File: src/rtl/bank_biu_wbu_if.sv
// Bus bundle for the bank write-back unit.
// Groups the HTU eviction request, the SRAM half-line beat channel, the AXI3
// AW/W/B channels and the status outputs.
// Modport "master" is the WBU itself, because it is the AXI3 write master.
// Modport "slave" is the surrounding logic: HTU, SRAM controller and AXI
// interconnect.
interface bank_biu_wbu_if #(
  parameter int ADDR_WIDTH = 32,
  parameter int DATA_WIDTH = 256,
  parameter int ID_WIDTH   = 8
);
  localparam int STRB_WIDTH = DATA_WIDTH / 8;

  // HTU eviction request
  logic                  htu_wbu_awvalid;
  logic                  htu_wbu_awready;
  logic [ADDR_WIDTH-6:0] htu_wbu_awaddr;
  logic [5:0]            htu_wbu_set_way;

  // SRAM controller half-line beats
  logic                  sc_wbu_valid;
  logic                  sc_wbu_ready;
  logic [127:0]          sc_wbu_data;
  logic                  sc_wbu_offset;
  logic                  sc_wbu_all_offset;
  logic [6:0]            sc_wbu_set_way_offset;

  // AXI3 write address
  logic                  wbu_axi3_awvalid;
  logic                  wbu_axi3_awready;
  logic [ID_WIDTH-1:0]   wbu_axi3_awid;
  logic [ADDR_WIDTH-1:0] wbu_axi3_awaddr;
  logic [3:0]            wbu_axi3_awlen;
  logic [2:0]            wbu_axi3_awsize;
  logic [1:0]            wbu_axi3_awburst;

  // AXI3 write data
  logic                  wbu_axi3_wvalid;
  logic                  wbu_axi3_wready;
  logic [ID_WIDTH-1:0]   wbu_axi3_wid;
  logic [DATA_WIDTH-1:0] wbu_axi3_wdata;
  logic [STRB_WIDTH-1:0] wbu_axi3_wstrb;
  logic                  wbu_axi3_wlast;

  // AXI3 write response
  logic                  wbu_axi3_bvalid;
  logic                  wbu_axi3_bready;
  logic [ID_WIDTH-1:0]   wbu_axi3_bid;
  logic [1:0]            wbu_axi3_bresp;

  // Status
  logic                  wbu_busy;
  logic                  wbu_done;
  logic                  wbu_err;

  modport master (
    input  htu_wbu_awvalid, htu_wbu_awaddr, htu_wbu_set_way,
    output htu_wbu_awready,
    input  sc_wbu_valid, sc_wbu_data, sc_wbu_offset, sc_wbu_all_offset,
    input  sc_wbu_set_way_offset,
    output sc_wbu_ready,
    output wbu_axi3_awvalid, wbu_axi3_awid, wbu_axi3_awaddr, wbu_axi3_awlen,
    output wbu_axi3_awsize, wbu_axi3_awburst,
    input  wbu_axi3_awready,
    output wbu_axi3_wvalid, wbu_axi3_wid, wbu_axi3_wdata, wbu_axi3_wstrb,
    output wbu_axi3_wlast,
    input  wbu_axi3_wready,
    input  wbu_axi3_bvalid, wbu_axi3_bid, wbu_axi3_bresp,
    output wbu_axi3_bready,
    output wbu_busy, wbu_done, wbu_err
  );

  modport slave (
    output htu_wbu_awvalid, htu_wbu_awaddr, htu_wbu_set_way,
    input  htu_wbu_awready,
    output sc_wbu_valid, sc_wbu_data, sc_wbu_offset, sc_wbu_all_offset,
    output sc_wbu_set_way_offset,
    input  sc_wbu_ready,
    input  wbu_axi3_awvalid, wbu_axi3_awid, wbu_axi3_awaddr, wbu_axi3_awlen,
    input  wbu_axi3_awsize, wbu_axi3_awburst,
    output wbu_axi3_awready,
    input  wbu_axi3_wvalid, wbu_axi3_wid, wbu_axi3_wdata, wbu_axi3_wstrb,
    input  wbu_axi3_wlast,
    output wbu_axi3_wready,
    output wbu_axi3_bvalid, wbu_axi3_bid, wbu_axi3_bresp,
    input  wbu_axi3_bready,
    input  wbu_busy, wbu_done, wbu_err
  );
endinterface

File: src/rtl/bank_biu_wbu.sv
// Bank write-back unit.
// Takes one dirty-eviction request, then gathers the victim line as one or
// two 128-bit halves. It then issues a single-beat AXI3 AW/W pair and waits
// for B before accepting the next eviction.
// Optional build macro: WBU_TIMEOUT_EN adds a B-response watchdog of
// TIMEOUT_CYCLES. When it fires it raises err and returns to IDLE.
module bank_biu_wbu #(
  parameter int ADDR_WIDTH     = 32,
  parameter int DATA_WIDTH     = 256,
  parameter int STRB_WIDTH     = DATA_WIDTH / 8,
  parameter int ID_WIDTH       = 8,
  parameter int TIMEOUT_CYCLES = 255
) (
  input logic           clk_i,
  input logic           rst_i,
  bank_biu_wbu_if.master bus
);
  localparam int HALF_W = DATA_WIDTH / 2;
  localparam int HALF_B = STRB_WIDTH / 2;

  typedef enum logic [1:0] {IDLE, COLLECT, SEND, RESP} state_t;

  state_t                state;
  logic [ADDR_WIDTH-6:0] addr_reg;
  logic [5:0]            set_way_reg;
  logic [1:0]            mask_reg;
  logic                  all_offset_reg;
  logic                  aw_pend_reg;
  logic                  w_pend_reg;
  logic                  err_reg;

  logic                  req_fire;
  logic                  beat_fire;
  logic                  tag_match;
  logic                  store_beat;
  logic                  beat_all;
  logic [1:0]            mask_upd;
  logic                  line_done;
  logic                  aw_left;
  logic                  w_left;
  logic                  b_fire;
  logic                  b_bad;
  logic [ID_WIDTH-1:0]   id_w;
  logic [DATA_WIDTH-1:0] wdata_w;
  logic [STRB_WIDTH-1:0] wstrb_w;
  logic                  unused_tag_bit;

  // The tag's low bit repeats sc_wbu_offset; only the set/way part is checked.
  assign unused_tag_bit = bus.sc_wbu_set_way_offset[0];

  assign req_fire   = (state == IDLE) && bus.htu_wbu_awvalid;
  assign beat_fire  = (state == COLLECT) && bus.sc_wbu_valid;
  assign tag_match  = (bus.sc_wbu_set_way_offset[6:1] == set_way_reg);
  assign store_beat = beat_fire && tag_match;
  // The first matching beat of an eviction decides full-line vs single-half.
  assign beat_all   = (mask_reg == 2'b00) ? bus.sc_wbu_all_offset : all_offset_reg;
  assign mask_upd   = mask_reg | (bus.sc_wbu_offset ? 2'b10 : 2'b01);
  assign line_done  = beat_all ? (mask_upd == 2'b11) : 1'b1;
  assign aw_left    = aw_pend_reg && !bus.wbu_axi3_awready;
  assign w_left     = w_pend_reg && !bus.wbu_axi3_wready;
  assign b_fire     = (state == RESP) && bus.wbu_axi3_bvalid;
  assign id_w       = {{(ID_WIDTH-6){1'b0}}, set_way_reg};
  assign b_bad      = (bus.wbu_axi3_bresp != 2'b00) || (bus.wbu_axi3_bid != id_w);

  // Half-line buffers. Each half is cleared when a request is accepted, so an
  // unfilled half always reads as zero.
  for (genvar gi = 0; gi < 2; gi++) begin : g_half
    logic [HALF_W-1:0] data_reg;
    logic              hit;

    assign hit = store_beat && (bus.sc_wbu_offset == 1'(gi));

    // Capture this half from a matching beat; a duplicate half overwrites it.
    always_ff @(posedge clk_i or posedge rst_i) begin
      if (rst_i) begin
        data_reg <= '0;
      end else if (req_fire) begin
        data_reg <= '0;
      end else if (hit) begin
        data_reg <= bus.sc_wbu_data;
      end
    end

    assign wdata_w[gi*HALF_W +: HALF_W] = data_reg;
    assign wstrb_w[gi*HALF_B +: HALF_B] = {HALF_B{mask_reg[gi]}};
  end

`ifdef WBU_TIMEOUT_EN
  localparam int CNT_W = $clog2(TIMEOUT_CYCLES + 1);
  logic [CNT_W-1:0] timeout_cnt_reg;
`endif

  // Eviction FSM: request latch, beat collection, AW/W issue, B wait.
  always_ff @(posedge clk_i or posedge rst_i) begin
    if (rst_i) begin
      state          <= IDLE;
      addr_reg       <= '0;
      set_way_reg    <= '0;
      mask_reg       <= 2'b00;
      all_offset_reg <= 1'b0;
      aw_pend_reg    <= 1'b0;
      w_pend_reg     <= 1'b0;
      err_reg        <= 1'b0;
`ifdef WBU_TIMEOUT_EN
      timeout_cnt_reg <= '0;
`endif
    end else begin
      err_reg <= 1'b0;
      case (state)
        IDLE: begin
          if (bus.htu_wbu_awvalid) begin
            addr_reg    <= bus.htu_wbu_awaddr;
            set_way_reg <= bus.htu_wbu_set_way;
            mask_reg    <= 2'b00;
            state       <= COLLECT;
          end
        end
        COLLECT: begin
          if (beat_fire) begin
            if (!tag_match) begin
              // A beat for another victim is consumed and dropped.
              err_reg <= 1'b1;
            end else begin
              if (mask_reg == 2'b00) begin
                all_offset_reg <= bus.sc_wbu_all_offset;
              end
              mask_reg <= mask_upd;
              if (line_done) begin
                aw_pend_reg <= 1'b1;
                w_pend_reg  <= 1'b1;
                state       <= SEND;
              end
            end
          end
        end
        SEND: begin
          // AW and W may complete in either order or in the same cycle.
          if (bus.wbu_axi3_awready) aw_pend_reg <= 1'b0;
          if (bus.wbu_axi3_wready)  w_pend_reg  <= 1'b0;
          if (!aw_left && !w_left) begin
            state <= RESP;
`ifdef WBU_TIMEOUT_EN
            timeout_cnt_reg <= '0;
`endif
          end
        end
        RESP: begin
          if (bus.wbu_axi3_bvalid) begin
            state <= IDLE;
`ifdef WBU_TIMEOUT_EN
          end else if (timeout_cnt_reg == CNT_W'(TIMEOUT_CYCLES - 1)) begin
            err_reg <= 1'b1;
            state   <= IDLE;
          end else begin
            timeout_cnt_reg <= timeout_cnt_reg + 1'b1;
`endif
          end
        end
        default: state <= IDLE;
      endcase
    end
  end

  assign bus.htu_wbu_awready  = (state == IDLE);
  assign bus.sc_wbu_ready     = (state == COLLECT);

  assign bus.wbu_axi3_awvalid = aw_pend_reg;
  assign bus.wbu_axi3_awid    = id_w;
  assign bus.wbu_axi3_awaddr  = {addr_reg, 5'b00000};
  assign bus.wbu_axi3_awlen   = 4'd0;
  assign bus.wbu_axi3_awsize  = 3'b101;
  assign bus.wbu_axi3_awburst = 2'b01;

  assign bus.wbu_axi3_wvalid  = w_pend_reg;
  assign bus.wbu_axi3_wid     = id_w;
  assign bus.wbu_axi3_wdata   = wdata_w;
  assign bus.wbu_axi3_wstrb   = wstrb_w;
  assign bus.wbu_axi3_wlast   = 1'b1;

  assign bus.wbu_axi3_bready  = (state == RESP);

  assign bus.wbu_busy = (state != IDLE);
  assign bus.wbu_done = b_fire;
  assign bus.wbu_err  = err_reg || (b_fire && b_bad);
endmodule

File: src/flat_wrapper.sv
// flat-port wrapper written by rule: the top's interface ports become plain ports
module bank_biu_wbu_flat 
#(
  parameter int ADDR_WIDTH     = 32,
  parameter int DATA_WIDTH     = 256,
  parameter int STRB_WIDTH     = DATA_WIDTH / 8,
  parameter int ID_WIDTH       = 8,
  parameter int TIMEOUT_CYCLES = 255
)
  (clk_i, rst_i, bus_htu_wbu_awvalid, bus_htu_wbu_awaddr, bus_htu_wbu_set_way, bus_htu_wbu_awready, bus_sc_wbu_valid, bus_sc_wbu_data, bus_sc_wbu_offset, bus_sc_wbu_all_offset, bus_sc_wbu_set_way_offset, bus_sc_wbu_ready, bus_wbu_axi3_awvalid, bus_wbu_axi3_awid, bus_wbu_axi3_awaddr, bus_wbu_axi3_awlen, bus_wbu_axi3_awsize, bus_wbu_axi3_awburst, bus_wbu_axi3_awready, bus_wbu_axi3_wvalid, bus_wbu_axi3_wid, bus_wbu_axi3_wdata, bus_wbu_axi3_wstrb, bus_wbu_axi3_wlast, bus_wbu_axi3_wready, bus_wbu_axi3_bvalid, bus_wbu_axi3_bid, bus_wbu_axi3_bresp, bus_wbu_axi3_bready, bus_wbu_busy, bus_wbu_done, bus_wbu_err);
  bank_biu_wbu_if #(.ADDR_WIDTH(ADDR_WIDTH), .DATA_WIDTH(DATA_WIDTH), .ID_WIDTH(ID_WIDTH)) bus_i ();
  input logic clk_i;
  input logic rst_i;
  input wire logic [$bits(bus_i.htu_wbu_awvalid)-1:0] bus_htu_wbu_awvalid;
  input wire logic [$bits(bus_i.htu_wbu_awaddr)-1:0] bus_htu_wbu_awaddr;
  input wire logic [$bits(bus_i.htu_wbu_set_way)-1:0] bus_htu_wbu_set_way;
  output wire logic [$bits(bus_i.htu_wbu_awready)-1:0] bus_htu_wbu_awready;
  input wire logic [$bits(bus_i.sc_wbu_valid)-1:0] bus_sc_wbu_valid;
  input wire logic [$bits(bus_i.sc_wbu_data)-1:0] bus_sc_wbu_data;
  input wire logic [$bits(bus_i.sc_wbu_offset)-1:0] bus_sc_wbu_offset;
  input wire logic [$bits(bus_i.sc_wbu_all_offset)-1:0] bus_sc_wbu_all_offset;
  input wire logic [$bits(bus_i.sc_wbu_set_way_offset)-1:0] bus_sc_wbu_set_way_offset;
  output wire logic [$bits(bus_i.sc_wbu_ready)-1:0] bus_sc_wbu_ready;
  output wire logic [$bits(bus_i.wbu_axi3_awvalid)-1:0] bus_wbu_axi3_awvalid;
  output wire logic [$bits(bus_i.wbu_axi3_awid)-1:0] bus_wbu_axi3_awid;
  output wire logic [$bits(bus_i.wbu_axi3_awaddr)-1:0] bus_wbu_axi3_awaddr;
  output wire logic [$bits(bus_i.wbu_axi3_awlen)-1:0] bus_wbu_axi3_awlen;
  output wire logic [$bits(bus_i.wbu_axi3_awsize)-1:0] bus_wbu_axi3_awsize;
  output wire logic [$bits(bus_i.wbu_axi3_awburst)-1:0] bus_wbu_axi3_awburst;
  input wire logic [$bits(bus_i.wbu_axi3_awready)-1:0] bus_wbu_axi3_awready;
  output wire logic [$bits(bus_i.wbu_axi3_wvalid)-1:0] bus_wbu_axi3_wvalid;
  output wire logic [$bits(bus_i.wbu_axi3_wid)-1:0] bus_wbu_axi3_wid;
  output wire logic [$bits(bus_i.wbu_axi3_wdata)-1:0] bus_wbu_axi3_wdata;
  output wire logic [$bits(bus_i.wbu_axi3_wstrb)-1:0] bus_wbu_axi3_wstrb;
  output wire logic [$bits(bus_i.wbu_axi3_wlast)-1:0] bus_wbu_axi3_wlast;
  input wire logic [$bits(bus_i.wbu_axi3_wready)-1:0] bus_wbu_axi3_wready;
  input wire logic [$bits(bus_i.wbu_axi3_bvalid)-1:0] bus_wbu_axi3_bvalid;
  input wire logic [$bits(bus_i.wbu_axi3_bid)-1:0] bus_wbu_axi3_bid;
  input wire logic [$bits(bus_i.wbu_axi3_bresp)-1:0] bus_wbu_axi3_bresp;
  output wire logic [$bits(bus_i.wbu_axi3_bready)-1:0] bus_wbu_axi3_bready;
  output wire logic [$bits(bus_i.wbu_busy)-1:0] bus_wbu_busy;
  output wire logic [$bits(bus_i.wbu_done)-1:0] bus_wbu_done;
  output wire logic [$bits(bus_i.wbu_err)-1:0] bus_wbu_err;
  assign bus_i.htu_wbu_awvalid = bus_htu_wbu_awvalid;
  assign bus_i.htu_wbu_awaddr = bus_htu_wbu_awaddr;
  assign bus_i.htu_wbu_set_way = bus_htu_wbu_set_way;
  assign bus_htu_wbu_awready = bus_i.htu_wbu_awready;
  assign bus_i.sc_wbu_valid = bus_sc_wbu_valid;
  assign bus_i.sc_wbu_data = bus_sc_wbu_data;
  assign bus_i.sc_wbu_offset = bus_sc_wbu_offset;
  assign bus_i.sc_wbu_all_offset = bus_sc_wbu_all_offset;
  assign bus_i.sc_wbu_set_way_offset = bus_sc_wbu_set_way_offset;
  assign bus_sc_wbu_ready = bus_i.sc_wbu_ready;
  assign bus_wbu_axi3_awvalid = bus_i.wbu_axi3_awvalid;
  assign bus_wbu_axi3_awid = bus_i.wbu_axi3_awid;
  assign bus_wbu_axi3_awaddr = bus_i.wbu_axi3_awaddr;
  assign bus_wbu_axi3_awlen = bus_i.wbu_axi3_awlen;
  assign bus_wbu_axi3_awsize = bus_i.wbu_axi3_awsize;
  assign bus_wbu_axi3_awburst = bus_i.wbu_axi3_awburst;
  assign bus_i.wbu_axi3_awready = bus_wbu_axi3_awready;
  assign bus_wbu_axi3_wvalid = bus_i.wbu_axi3_wvalid;
  assign bus_wbu_axi3_wid = bus_i.wbu_axi3_wid;
  assign bus_wbu_axi3_wdata = bus_i.wbu_axi3_wdata;
  assign bus_wbu_axi3_wstrb = bus_i.wbu_axi3_wstrb;
  assign bus_wbu_axi3_wlast = bus_i.wbu_axi3_wlast;
  assign bus_i.wbu_axi3_wready = bus_wbu_axi3_wready;
  assign bus_i.wbu_axi3_bvalid = bus_wbu_axi3_bvalid;
  assign bus_i.wbu_axi3_bid = bus_wbu_axi3_bid;
  assign bus_i.wbu_axi3_bresp = bus_wbu_axi3_bresp;
  assign bus_wbu_axi3_bready = bus_i.wbu_axi3_bready;
  assign bus_wbu_busy = bus_i.wbu_busy;
  assign bus_wbu_done = bus_i.wbu_done;
  assign bus_wbu_err = bus_i.wbu_err;
  bank_biu_wbu #(.ADDR_WIDTH(ADDR_WIDTH), .DATA_WIDTH(DATA_WIDTH), .STRB_WIDTH(STRB_WIDTH), .ID_WIDTH(ID_WIDTH), .TIMEOUT_CYCLES(TIMEOUT_CYCLES)) u_core (.clk_i(clk_i), .rst_i(rst_i), .bus(bus_i));
endmodule
File: config.mk
export PLATFORM = sky130hd
export DESIGN_NAME = bank_biu_wbu_flat
export DESIGN_NICKNAME = d
export VERILOG_FILES = /design/src/rtl/bank_biu_wbu_if.sv /design/src/rtl/bank_biu_wbu.sv /design/src/flat_wrapper.sv
export SDC_FILE = /design/constraint.sdc
export NUM_CORES = 1
export LEC_CHECK = 0
export BUFFER_PORTS_ARGS = -buffer_cell sky130_fd_sc_hd__clkbuf_2
export CAP_MARGIN = 25
export CORE_AREA = 2 2 210 212
export CTS_CLUSTER_DIAMETER = 60
export DETAILED_ROUTE_END_ITERATION = 10
export DIE_AREA = 0 0 212 214
export PLACE_DENSITY_LB_ADDON = 0.05
export SLEW_MARGIN = 30
export SYNTH_ARGS = -nofsm -noshare
export SYNTH_HDL_FRONTEND = slang
export SYNTH_SLANG_ARGS = --single-unit
export TNS_END_PERCENT = 30
File: constraint.sdc
create_clock -name clk_i -period 23 [get_ports clk_i]
set_input_delay 2.3 -clock clk_i [delete_from_list [all_inputs] [get_ports clk_i]]
set_output_delay 2.3 -clock clk_i [all_outputs]
set_load 0.005 [all_outputs]
==> impl_metrics.yaml, run 1 <==
run_status:
  status: "completed"
worst_setup_path:
  cp_top_family: "simple AND/OR/NAND/NOR gates"
  reg2reg_depth: 6
  timing.rr.end: "u_core.g_half[1].data_reg[23]"
  cpMaxStageDelayCell: "or4_1"
  arrival_ns: 3.58
  slowest_delay_ns: 0.50
  path_class: "in -> out"
  reg2reg_from: "u_core.state[0]"
  path_max_fanout: 1
  required_ns: 20.70
  start_kind: "primary input"
  ff2ff_setup_slack_ns: 19.56
  crit_chain: "clkbuf_2 > or4_1 > nor4_1 > nand4_1 > a21o_1 > clkbuf_2"
  path_common_cell: "clkbuf_2"
  cp.buffers_inverters: 2
  cp-end-kind: "primary output"
power_and_ir_drop:
  p_leak_nw: 8.166
  power_mw: 1.464
  peakVddDrop_mv: 0.05332
  power_density_nw_per_um2: 89.80
logic_synthesis:
  synthesis.instances: 1312
  yosys_warnings: 0
  synth_area_leaders: "dfrtp_1 60%, nand2_1 16%, a21oi_1 10%"
  ys_seq_area_frac: 0.6016
  synth_top_cell_area_share: 0.6016
  yosysUniqueCellTypes: 36
  syn-cell-area_sq_um: 12350
  synth_top_cell_by_area: "dfrtp_1"
  syn_avg_cell_area_sq_um: 9.415
  synth_seq_cells: 297
clock_network:
  htree_num_levels: 2
  insertion_delay_ns: 0.54
  cts_tree: "done"
  cts.sinks: 297
  clk_pin_slew_ns: 0.06
  cts-root-buf: "clkbuf_16"
  cts_resized: 0
  cts_setup_buffers: 0
  hold_buffers: 0
  cts_made_buffers: 40
  clock_path_buffers: 3
min_path:
  min_from: "u_core.addr_reg[12]"
  min_to: "u_core.addr_reg[12]"
  hp-class: "reg -> reg"
  whs_path_depth: 1
routing:
  vias_per_cell: 4.452
  drt_iter0_drc: 701
  antenna_left: 0
  wl_um: 44660
  vias: 10550
  wl_per_cell_um: 18.84
  drc: 0
  firstDrtPassIters: 8
sta:
  finalWorstSetupSlack_ns: 17.12
  clock_skew_ns: 0.01847
  finalSetupViolCount: 0
  rsz0062_at_grt: "false"
  fmax_mhz: 170.1
  relSlewSlack: 0.3648
  slew_viol_final: 0
  fin_crit_ns: 5.880
  finalCritPeriodShare: 0.2557
  hold_viol_final: 0
  worst_pin_slew_ns: 0.9527
  setup_tns_ns: 0
job:
  maxCapViolations: 0
global_route:
  grt_pass1_wl_um: 66610
  grt-ovfl-total: 0
  grt_max_degree: 124
  grt_pass1_vias: 10490
  antenna_found_initial: 5
  gr-usage-all-layers: 0.1925
placed_design:
  hpwl_um: 29510
  gp_congestion: 0.7865
  place_inst: 2303
  preCtsSetupSlack_ns: 17.07
  portBuffers: 520
layout:
  drive_gt1_frac: 0.3530
  layout_commonest_cell: "clkbuf_2"
  largest_reg_flops: 256
  final_cell_mix: "520 x clkbuf_2, 517 x nand2_1, 297 x dfrtp_1"
  nNetsFinal: 1953
  area_delta_synth_final_pct: 31.95
  finalNonFillerCells: 2370
die:
  fp.dieW_um: 212
  dieArea_sq_um: 45370
  core_sq_um: 42890
  die_h_um: 214
  start_util: 0.2880
  ios: 541
  floorplan.rows: 76
==> routing by layer <==
metal | global-route usage | wire, um | up-vias
met5 | 0 | 27 | -
met4 | 0.05869 | 860 | 4
met3 | 0.06377 | 3870 | 51
met2 | 0.3152 | 21670 | 359
met1 | 0.2400 | 18230 | 5062
li1 | - | - | 5076
==> stage by stage <==
step / util / hold slack, ns / cell area (sq um)
after floorplan: - / 0.4871 / 12420
after global placement: 0.3505 / 0.4906 / 15030
after detailed placement: 0.3506 / 0.4949 / 15040
after CTS: 0.3790 / 0.5082 / 16260
after global routing: 0.3800 / 0.5249 / 16300
final: 0.3801 / 0.5054 / 16300
==> Yosys cell counts <==
| master | instances |
|---|---|
| buf_6 | 3 |
| dfrtp_1 | 297 |
| mux2i_1 | 2 |
| xor2_1 | 3 |
| a41oi_1 | 1 |
| buf_2 | 39 |
| nor3_1 | 1 |
| mux2_2 | 35 |
| nor4bb_1 | 1 |
| or3_1 | 1 |
| and2_1 | 2 |
| o22ai_1 | 3 |
| a21o_1 | 1 |
| nor4_2 | 1 |
| nand3_1 | 1 |
| buf_4 | 62 |
| a211o_1 | 1 |
| a21oi_1 | 259 |
| nand4_1 | 2 |
| nor2_1 | 5 |
| and4b_1 | 1 |
| a22o_1 | 1 |
| inv_1 | 8 |
| o41ai_2 | 1 |
| xnor2_1 | 9 |
| ha_1 | 5 |
| nand2_1 | 517 |
| nor4_1 | 2 |
| buf_1 | 2 |
| nand4_2 | 1 |
| nand2b_1 | 1 |
| conb_1 | 2 |
| o21ai_0 | 2 |
| or4_1 | 2 |
| and3_1 | 1 |
| clkbuf_1 | 37 |
==> how the worst max path moves through the flow <==
stage	start	slack [ns]	endpoint	cells past startpoint
finish	bus_wbu_axi3_bresp[1]	17.12	bus_wbu_err	6
global route	bus_wbu_axi3_bresp[1]	17.06	bus_wbu_err	6
floorplan	rst_i	12.50	u_core.addr_reg[0]	1
global placement	bus_wbu_axi3_bresp[1]	17.05	bus_wbu_err	6
detailed placement	bus_wbu_axi3_bresp[1]	17.07	bus_wbu_err	6
CTS	bus_wbu_axi3_bresp[1]	17.08	bus_wbu_err	6
==> cell type report <==
cell class | instances | area [sq um]
multi-input cells | 881 | 4139
clock buffers | 55 | 1119
clock inverters | 8 | 100.1
flip-flops and latches | 297 | 7432
well taps | 585 | 732.0
repair buffers | 533 | 2728
diodes | 3 | 7.507
inverters | 8 | 42.54
fillers | 4586 | 26590
==> cells by family (layout without fill, tap and decap cells) <==
logic type                 Yosys count  after routing  synth area share
adders and majority gates            5              5          0.005064
buffers and inverters              151            604           0.07050
AOI/OAI and AO/OA                  269            269            0.1113
other                                2             22         0.0006079
muxes                               37             37           0.03353
xor gates and xnor gates            12             12          0.008509
DFF                                297            297            0.6016
and+or+nand+nor                    539            539            0.1688
==> report_power, final <==
group	switching, mW	internal (mW)	leakage, nW	total (mW)
logic	0.151	0.112	3.50	0.262
clock network	0.233	0.359	0.595	0.592
registers	0.0361	0.573	4.07	0.609
total	0.420	1.04	8.17	1.46
Note: power is estimated with default switching activity, not from simulation.
==> inputs of run 2 (changes only) <==
ABC_AREA = 1   (was unset)
CORE_AREA = 2 2 209 211   (was 2 2 210 212)
DIE_AREA = 0 0 211 213   (was 0 0 212 214)
clock period = 6 ns   (was 23 ns; I/O delays follow)
==> impl_metrics.yaml, run 2 <==
clock_network:
  cts.sinks: 297
  clk_pin_slew_ns: 0.06
  cts_tree: "done"
  cts_made_buffers: 38
  cts-root-buf: "clkbuf_16"
  clock_path_buffers: 3
  cts_setup_buffers: 0
  hold_buffers: 0
  htree_num_levels: 2
  cts_resized: 0
  insertion_delay_ns: 0.54
global_route:
  grt-ovfl-total: 0
  grt_pass1_wl_um: 75190
  grt_pass1_vias: 12370
  grt_max_degree: 221
  gr-usage-all-layers: 0.2157
  antenna_found_initial: 4
routing:
  vias: 12870
  vias_per_cell: 4.767
  wl_um: 49690
  antenna_left: 0
  firstDrtPassIters: 5
  drt_iter0_drc: 935
  wl_per_cell_um: 18.41
  drc: 0
worst_setup_path:
  reg2reg_depth: 8
  cp.buffers_inverters: 3
  cpMaxStageDelayCell: "inv_8"
  crit_chain: "inv_1 > ha_1 > nand2_4 > inv_8 > buf_4 > nor2_1 > nand3_1 > nand2_1"
  path_class: "reg -> reg"
  cp-end-kind: "flop"
  slowest_delay_ns: 0.68
  start_kind: "flop"
  timing.rr.end: "u_core.g_half[1].data_reg[124]"
  required_ns: 6.43
  path_max_fanout: 119
  cp_top_family: "buffers and inverters"
  arrival_ns: 3.51
  ff2ff_setup_slack_ns: 2.91
  reg2reg_from: "u_core.state[0]"
sta:
  fmax_mhz: 323.8
  slew_viol_final: 0
  setup_tns_ns: 0
  finalSetupViolCount: 0
  relSlewSlack: 0.3324
  finalCritPeriodShare: 0.5147
  clock_skew_ns: 0.009569
  fin_crit_ns: 3.088
  hold_viol_final: 0
  worst_pin_slew_ns: 1.001
  timing.hold.ws_ns: 0.1612
  rsz0062_at_grt: "false"
die:
  ios: 541
  fp.dieW_um: 211
  core_sq_um: 42700
  die_h_um: 213
  floorplan.rows: 76
  dieArea_sq_um: 44940
  start_util: 0.3242
power_and_ir_drop:
  peakVddDrop_mv: 0.1786
  p_leak_nw: 10.85
  sequentialPowerShare: 0.388
  p_switching_mw: 1.942
  p_clk_frac: 0.391
  p_comb_frac: 0.221
  p_sw_frac: 0.3246
  internal_power_mw: 4.040
  power_density_nw_per_um2: 337.4
placed_design:
  hpwl_um: 31300
  portBuffers: 520
  gp_congestion: 0.7930
logic_synthesis:
  async_flop_share: 1.000
  yosysMostFrequentCell: "nand3_1"
  syn_avg_cell_area_sq_um: 8.039
  synthFlopType: "dfrtp_1"
  synth_commonest_cells: "518 x nand3_1, 385 x nand2_1, 297 x dfrtp_1"
  synth_seq_cells: 297
  synth_area_leaders: "dfrtp_1 54%, nand3_1 19%, nand2_1 10%"
  yosys_warnings: 0
  synth_top_cell_by_area: "dfrtp_1"
  syn-cell-area_sq_um: 13840
  synth_top_cell_area_share: 0.5369
  ys_seq_area_frac: 0.5369
  synth_edf_count: 0
  yosysUniqueCellTypes: 22
  synthesis.instances: 1722
layout:
  final_cell_mix: "519 x clkbuf_2, 518 x nand3_1, 382 x nand2_1"
  fill_cells: 4510
  layout_commonest_cell: "clkbuf_2"
  area_delta_synth_final_pct: 28.05
  drive_gt1_frac: 0.2833
  largest_reg_flops: 256
  nNetsFinal: 2318
min_path:
  hp-class: "in -> async"
run_status:
  status: "completed"
job:
  maxCapViolations: 0
-- run 2: layer usage --
metal / vias up / track usage / part of all wire
li1: 6220 / - / -
met1: 6156 / 0.2885 / 0.43
met2: 432 / 0.3299 / 0.46
met3: 57 / 0.07089 / 0.087
met4: 0 / 0.07018 / 0.022
met5: - / 0 / 0
-- run 2: final cells by class --
| class | instances | area (sq um) | share of cell area |
|---|---|---|---|
| Clock buffer | 58 | 1190 | 0.06713 |
| Clock inverter | 6 | 82.58 | 0.004659 |
| Sequential cell | 297 | 7432 | 0.4193 |
| Inverter | 153 | 588.1 | 0.03318 |
| Timing Repair Buffer | 537 | 2818 | 0.1590 |
| Antenna cell | 3 | 7.507 | 0.0004235 |
| Tap cell | 546 | 683.2 | 0.03854 |
| Multi-Input combinational cell | 1099 | 4925 | 0.2778 |
-- run 2: worst min-delay path: stages --
cell and delay (ns):
clkbuf_2 0.10, clkinvlp_4 0.11, buf_12 0.28
-- run 2: worst max path at each step --
stage / from / to / cells after the start
global route: u_core.state[0] / u_core.g_half[1].data_reg[124] / 8
finish: u_core.state[0] / u_core.g_half[1].data_reg[124] / 8
global placement: u_core.state[0] / u_core.g_half[1].data_reg[124] / 8
floorplan: rst_i / u_core.addr_reg[0] / 1
detailed placement: u_core.state[0] / u_core.g_half[1].data_reg[124] / 8
CTS: u_core.state[0] / u_core.g_half[1].data_reg[124] / 8
-- run 2: power by group through the flow --
stage | Sequential [mW] | Combinational, mW | Clock (mW)
floorplan | 2.35 | 0.847 | 0
global placement | 2.35 | 1.34 | 0
detailed placement | 2.36 | 1.34 | 0
CTS | 2.32 | 1.35 | 2.41
global route | 2.35 | 1.49 | 2.48
finish | 2.32 | 1.32 | 2.34
-- run 2: stage by stage --
stage / setup WS [ns] / utilization / power [mW] / area [sq um] / instances
2_1_floorplan: 1.455 / - / 3.196 / 13910 / 1739
4_1_cts: 2.705 / 0.4136 / 6.076 / 17660 / 2694
3_5_place_dp: 2.701 / 0.3838 / 3.699 / 16390 / 2630
3_3_place_gp: 2.709 / 0.3837 / 3.691 / 16380 / 2630
6_report: 2.912 / 0.4152 / 5.981 / 17730 / 2699
5_1_grt: 2.672 / 0.4151 / 6.314 / 17720 / 2698
-- run 2: logic make-up after synthesis --
group                    count (synthesis)  synth area share
buffers and inverters                  343            0.1136
flip-flops                             297            0.5369
AO/OA/AOI/OAI                           17          0.006508
AND/OR/NAND/NOR                       1052            0.3341
adder cells (fa/ha/maj)                  5          0.004519
other                                    2         0.0005425
XOR/XNOR                                 6          0.003796
